$ cat src/rtl/pif_boot_rom_loader.sv
// Boot ROM for the PIF CPU: a host streams the image in once after reset, then
// the array write-locks and serves pipelined reads with 1 or 2 cycles of latency.
module pif_boot_rom_loader #(
    parameter int unsigned DATA_WIDTH   = 8,
    parameter int unsigned ADDR_WIDTH   = 9,
    parameter int unsigned DEPTH        = 512,
    parameter int unsigned READ_LATENCY = 1
) (
    input  logic                  clk,
    input  logic                  reset,
    input  logic                  load_start,
    input  logic                  load_valid,
    input  logic [DATA_WIDTH-1:0] load_data,
    output logic                  load_ready,
    output logic                  load_done,
    output logic                  locked,
    input  logic [ADDR_WIDTH-1:0] address_a,
    input  logic                  oe,
    output logic                  valid,
    output logic [DATA_WIDTH-1:0] q_a,
    output logic                  read_err
);

    localparam logic [ADDR_WIDTH-1:0] LAST_ADDR = ADDR_WIDTH'(DEPTH - 1);

    typedef enum logic [1:0] {
        IDLE    = 2'd0,
        LOADING = 2'd1,
        LOCKED  = 2'd2
    } state_t;

    state_t                  state;
    state_t                  state_next;
    logic [ADDR_WIDTH-1:0]   ptr;
    logic [DATA_WIDTH-1:0]   mem [DEPTH];

    logic                    wr_en_c;
    logic                    last_wr_c;
    logic                    rd_accept_c;
    logic                    rd_reject_c;
    logic                    in_range_c;

    logic                    rd_valid1;
    logic                    rd_err1;
    logic [DATA_WIDTH-1:0]   rd_data1;

    always_ff @(posedge clk) begin
        if (reset) state <= IDLE;
        else       state <= state_next;
    end

    always_comb begin
        state_next = state;
        case (state)
            IDLE:    if (load_start) state_next = LOADING;
            LOADING: if (load_valid && (ptr == LAST_ADDR)) state_next = LOCKED;
            LOCKED:  state_next = LOCKED;
            default: state_next = IDLE;
        endcase
    end

    // Write strobes and read accept/reject decode; reads only succeed once locked.
    always_comb begin
        wr_en_c     = 1'b0;
        last_wr_c   = 1'b0;
        rd_accept_c = 1'b0;
        rd_reject_c = 1'b0;
        in_range_c  = (32'(address_a) < DEPTH);
        case (state)
            LOADING: begin
                wr_en_c     = load_valid;
                last_wr_c   = load_valid && (ptr == LAST_ADDR);
                rd_reject_c = oe;
            end
            LOCKED:  rd_accept_c = oe;
            default: rd_reject_c = oe;
        endcase
    end

    always_ff @(posedge clk) begin
        if (reset) begin
            ptr        <= '0;
            load_ready <= 1'b0;
            load_done  <= 1'b0;
            locked     <= 1'b0;
        end else begin
            load_ready <= (state_next == LOADING);
            load_done  <= last_wr_c;
            locked     <= (state_next == LOCKED);
            if ((state == IDLE) && load_start)
                ptr <= '0;
            else if (wr_en_c && !last_wr_c)
                ptr <= ptr + ADDR_WIDTH'(1);
        end
    end

    // Image storage is never reset; reset only blocks a write in its own cycle.
    always_ff @(posedge clk) begin
        if (wr_en_c && !reset)
            mem[ptr] <= load_data;
    end

    always_ff @(posedge clk) begin
        if (reset) begin
            rd_valid1 <= 1'b0;
            rd_err1   <= 1'b0;
            rd_data1  <= '0;
        end else begin
            rd_valid1 <= rd_accept_c;
            rd_err1   <= rd_reject_c;
            if (rd_accept_c)
                rd_data1 <= in_range_c ? mem[address_a] : '0;
        end
    end

    generate
        if (READ_LATENCY >= 2) begin : g_lat2
            always_ff @(posedge clk) begin
                if (reset) begin
                    valid    <= 1'b0;
                    read_err <= 1'b0;
                    q_a      <= '0;
                end else begin
                    valid    <= rd_valid1;
                    read_err <= rd_err1;
                    if (rd_valid1)
                        q_a <= rd_data1;
                end
            end
        end else begin : g_lat1
            assign valid    = rd_valid1;
            assign read_err = rd_err1;
            assign q_a      = rd_data1;
        end
    endgenerate

endmodule
$ cat config.mk
export PLATFORM = sky130hd
export DESIGN_NAME = pif_boot_rom_loader
export DESIGN_NICKNAME = d
export VERILOG_FILES = /design/src/rtl/pif_boot_rom_loader.sv
export SDC_FILE = /design/constraint.sdc
export NUM_CORES = 2
export LEC_CHECK = 0
export ABC_AREA = 1
export CORE_ASPECT_RATIO = 1.25
export CORE_MARGIN = 4
export CORE_UTILIZATION = 25
export CTS_CLUSTER_DIAMETER = 30
export DETAILED_ROUTE_END_ITERATION = 10
export HOLD_SLACK_MARGIN = 0.02
export MAX_ROUTING_LAYER = met4
export PLACE_DENSITY = 0.41
export RECOVER_POWER = 50
export SYNTH_ARGS = -nofsm -noshare
export SYNTH_HDL_FRONTEND = slang
export SYNTH_SLANG_ARGS = --single-unit
export TNS_END_PERCENT = 100
$ cat constraint.sdc
create_clock -name clk -period 2 [get_ports clk]
set_input_delay 0.3 -clock clk [delete_from_list [all_inputs] [get_ports clk]]
set_output_delay 0.3 -clock clk [all_outputs]
set_load 0.01 [all_outputs]
# == Word-level counts from Yosys, hierarchy flattened ==
# Memories as Yosys holds them, arrays and structs flattened. A register that Yosys moved wholly into a read port is not among the register bits.
# Index checks and enable logic that the tools add are counted.
# totals
n_memories,1
ff_bits,16
in_bits,22
word_cells,31
mem_bits_rw,4096
out_inout_bits,13
# mem_list
memory,depth,width,rd,rd_ports_with_merged_regs,wr,line_no,rtl
mem,512,8,1,1,1,35,logic [DATA_WIDTH-1:0] mem [DEPTH];
# classes
add_sub_neg,1
mux,8
n_eq_ne,5
n_reduce_logical,9
# ops
cell,count
$add A9 B1 Y9 const B,1
$eq A9 B9 Y1 const B,1
$pmux W2 S3,1
$mux W1,5
$eq A2 B1 Y1 const B,2
$eq A2 B2 Y1 const B,2
$logic_and A1 B1 Y1,4
$mux W2,2
$reduce_or A2 Y1,2
$logic_not A1 Y1,2
$logic_not A2 Y1,1

# == Longest topological paths before layout ==
# logic_depth
ltp_word,5
mapped_depth,17

# == Least setup slack after synthesis ==
# Ideal clock, no wire load.
# synth_path
kind,flip-flop to flip-flop
from,register ptr[6]
to,"memory mem[326][0], enable pin"
synth_period_minus_slack_ns,2.088
arrival_ns,1.718
n_path_buf,2
stages_incl_launch_ff,7
setup_time_ns,0.370
slack_ns,-0.088
required_time_ns,1.630
path_cell_list,dfxtp_1 clkbuf_1 inv_1 nor3_1 nand2_1 clkbuf_1 nor2_1
# synth_lines
item,line_no,rtl
from (decl),34,logic [ADDR_WIDTH-1:0] ptr;
from (signal assigned),93,ptr <= ptr + ADDR_WIDTH'(1);
to (decl),35,
# Straight into the memory's write port.

# == Worst setup path in the final report ==
# layout_path
from,input port load_data[3]
to,memory mem[345][3] (data pin)
# layout_lines
item,line_no,rtl
from (decl),13,"input logic [DATA_WIDTH-1:0] load_data,"
# Straight into the memory's write port.

==> flow_summary.toml <==
[worst_setup_path]
reg2regPathDepth = 12
r2r_end = "mem[433][4]"
rr_startpoint = "state[0]"
worstPathCellList = "dlygate4sd3_1 > clkbuf_1 > clkbuf_8"
crit_slowest_cell = "clkbuf_1"
slowest_delay_ps = 1280
worst-setup-path-type = "input port to flip-flop"
reg2reg_slack_ps = -160
cp-start-kind = "input port"
cp-end-kind = "flip-flop"
path_max_fanout = 80
arrival_ps = 3010
critPathRequiredTime_ps = 2800

[status]
status = "finished with violations"
violations = "capacitance limit, slew limit, setup timing"

[placement]
dp_hpwl_um = 369000
dpl.cell_count = 23400
io_buffers = 34
gp_congestion = 0.839

[detailed_routing]
drc = 0
vias_per_cell = 4.59
ant_nets = 0
wirelength_um = 587000
first_pass_iters = 6
via_count = 114000
drtIter0Drc = 8452
avgRoutedWirePerCell_um = 23.7

[power_and_ir_drop]
pwr-share-seq_pct = 40.3
combPwrFrac_pct = 5.4
clkPwrFrac_pct = 54.3
ir_drop_mv = 0.889
p_leak_nw = 77.8
power.density_mw_per_mm2 = 1080
power.net_switching_mw = 54.4
switching_share_pct = 23.1
p_int_mw = 182

[cells_and_area]
area_growth_syn_to_layout_pct = 31.2
final_nets = 15400
stdcell_count = 24800
drive_gt1_share_pct = 20.2
fillCellCount = 66100
regArea_sq_mm = 0.124
multiInputGateArea_sq_mm = 0.0412
utilization_pct = 32.9

[synthesis]
synth_edf_count = 4096
synth_top_family_by_area = "simple AND/OR/NAND/NOR gates"
synth_area_sq_mm = 0.167
ys.flop_type = "edfxtp_1"
seq_area_frac_synth_pct = 74.0
synth_area_leaders = "edfxtp_1, nand3_1, nand2_1"
async_flop_share_pct = 0
synthAdderAreaFrac_pct = 0.0375
synthCells = 14000
synth-seq-cells = 4120
synth_xor_area_share_pct = 0
syn_area_per_cell_sq_um = 11.9
syn_nets = 14000
synthTopCellsByCount = "nand2_1, edfxtp_1, nand3_1, buf_2, nor2_1"
yosys.area_share.simple_pct = 22.9
synth_area_leader_cell = "edfxtp_1"
synth.most_common_cell = "nand2_1"
synth_cell_types = 24
synth_compound_area_share_pct = 0.0787
synth_top_area_share_pct = 73.7
yosys-mux-area-fraction_pct = 0
yosys_warnings = 0

[clocking]
tritoncts = "done"
htree_levels = 6
numCtsBuffers = 736
cts_num_sinks = 4120
clk_latency_ps = 1110
cts_max_path_buffers = 4
cts_root_buf = "clkbuf_16"
cts.clk_slew.worst_paths_ps = 50

[timing]
period_needed_ps = 2220
setup_viol = 3365
worstMarginPinSlew_ps = 1960
final_max_slew_viol_count = 131
hold_violations = 0
slew_headroom_pct = -30.9
fmaxAchievable_mhz = 451
rsz0062_at_grt = "true"
post-route-period-util_pct = 111
setup_slack_ps = -217
fin_skew_ps = 75.2

[min_path]
hold_depth = 3
min_to = "state[0]"
hp-class = "input port to flip-flop"
hold_start = "load_start"

[global_route]
grt_pass1_vias = 114000
grt_max_degree = 87
grt_pass1_wl_um = 839000
antenna_found_initial = 20
grtUsageTotal_pct = 17.2
overflow = 0

[die]
core_area_sq_mm = 0.666
rows = 335
die_y_um = 922
ios = 35
fp.dieW_um = 739
die_area_sq_mm = 0.681
start_util_pct = 25.1

[job]
drv_cap = 5
[registers in the layout, indices dropped and copies added (netlist names)]
| signal | count |
|---|---|
| q_a | 8 |
| mem | 4096 |
| load_ready | 1 |
| read_err | 1 |
| state | 2 |
| load_done | 1 |
| valid | 1 |
| ptr | 9 |
| locked | 1 |
[area by class of cell]
class | count | area share (%)
Clock inverter | 539 | 2.93
Timing Repair inverter | 1 | 0.00400
Multi-Input combinational cell | 8833 | 18.8
Tap cell | 8762 | 5.01
Inverter | 39 | 0.0937
Clock buffer | 835 | 8.70
Sequential cell | 4120 | 56.4
Timing Repair Buffer | 1643 | 8.05
Antenna cell | 7 | 0.00800
[worst max-delay path: cells and delay by family]
family                 cells  cell delay (ps)
buffers and inverters      3             2510
[power by group through the flow]
stage	clock (mW)	combinational, mW	sequential, mW
2_1_floorplan	0	5.60	96.8
3_3_place_gp	0	12.8	96.7
3_5_place_dp	0	12.8	96.7
4_1_cts	130	13.3	95.0
5_1_grt	135	13.8	95.0
6_report	128	12.9	95.1
[worst max-delay path by stage]
| stage | endpoint | depth (start not counted) | from | slack (ps) |
|---|---|---|---|---|
| global placement | q_a[5] | 16 | address_a[0] | -2040 |
| floorplan | mem[326][0] | 6 | ptr[6] | -90 |
| global route | mem[220][5] | 12 | state[0] | -220 |
| finish | mem[345][3] | 3 | load_data[3] | -220 |
| CTS | mem[441][5] | 12 | state[0] | -210 |
| detailed placement | q_a[5] | 16 | address_a[0] | -2000 |
[layout by cell type, fill, tap and decap left out, types with 46 or more instances in the layout]
| master | instances |
|---|---|
| clkinvlp_4 | 91 |
| nand2_1 | 4144 |
| edfxtp_1 | 4096 |
| buf_12 | 301 |
| inv_6 | 63 |
| clkbuf_1 | 117 |
| nand3_2 | 160 |
| nand3_1 | 3894 |
| clkinv_1 | 92 |
| clkbuf_16 | 751 |
| nor2_1 | 330 |
| clkinv_2 | 106 |
| buf_6 | 200 |
| buf_4 | 958 |
| bufinv_16 | 107 |
| nor2_2 | 46 |
| nor2_4 | 157 |
[cells by family (layout without fill, tap and decap cells)]
family | Yosys count | in the layout
DFF | 4120 | 4120
other | 0 | 7
buffers and inverters | 1027 | 3057
AOI/OAI and AO/OA | 21 | 21
adders and majority gates | 5 | 5
and+or+nand+nor | 8807 | 8807
[routing by layer]
metal	track usage [%]	share of wire, %	up-vias
met4	5.41	3.3	0
met3	1.95	3.9	909
met5	-	0	-
met1	21.2	42	57000
li1	-	-	53000
met2	29.4	50	2697
[what timing repair did]
item	4_1_cts	5_1_grt
hold buffers	12	0
pin swaps	30	11
setup endpoints to repair	4117	4118
gates cloned	10	2
buffers inserted	4	1
hold endpoints to repair	3388	0
gates resized for setup	807	207
[through the flow]
stage               area, sq um  setup TNS [ps]  power (mW)  hold slack [ps]  setup WS [ps]
finish                   219000         -187370         236              104           -217
global placement         190000        -2103050         110              488          -2040
detailed placement       190000        -2122830         110              484          -2000
global route             219000         -462470         243             62.0           -216
floorplan                167000          -56570         102              399          -88.4
CTS                      219000         -419450         239             48.1           -205
No activity file was read; power rests on OpenSTA's default activity.
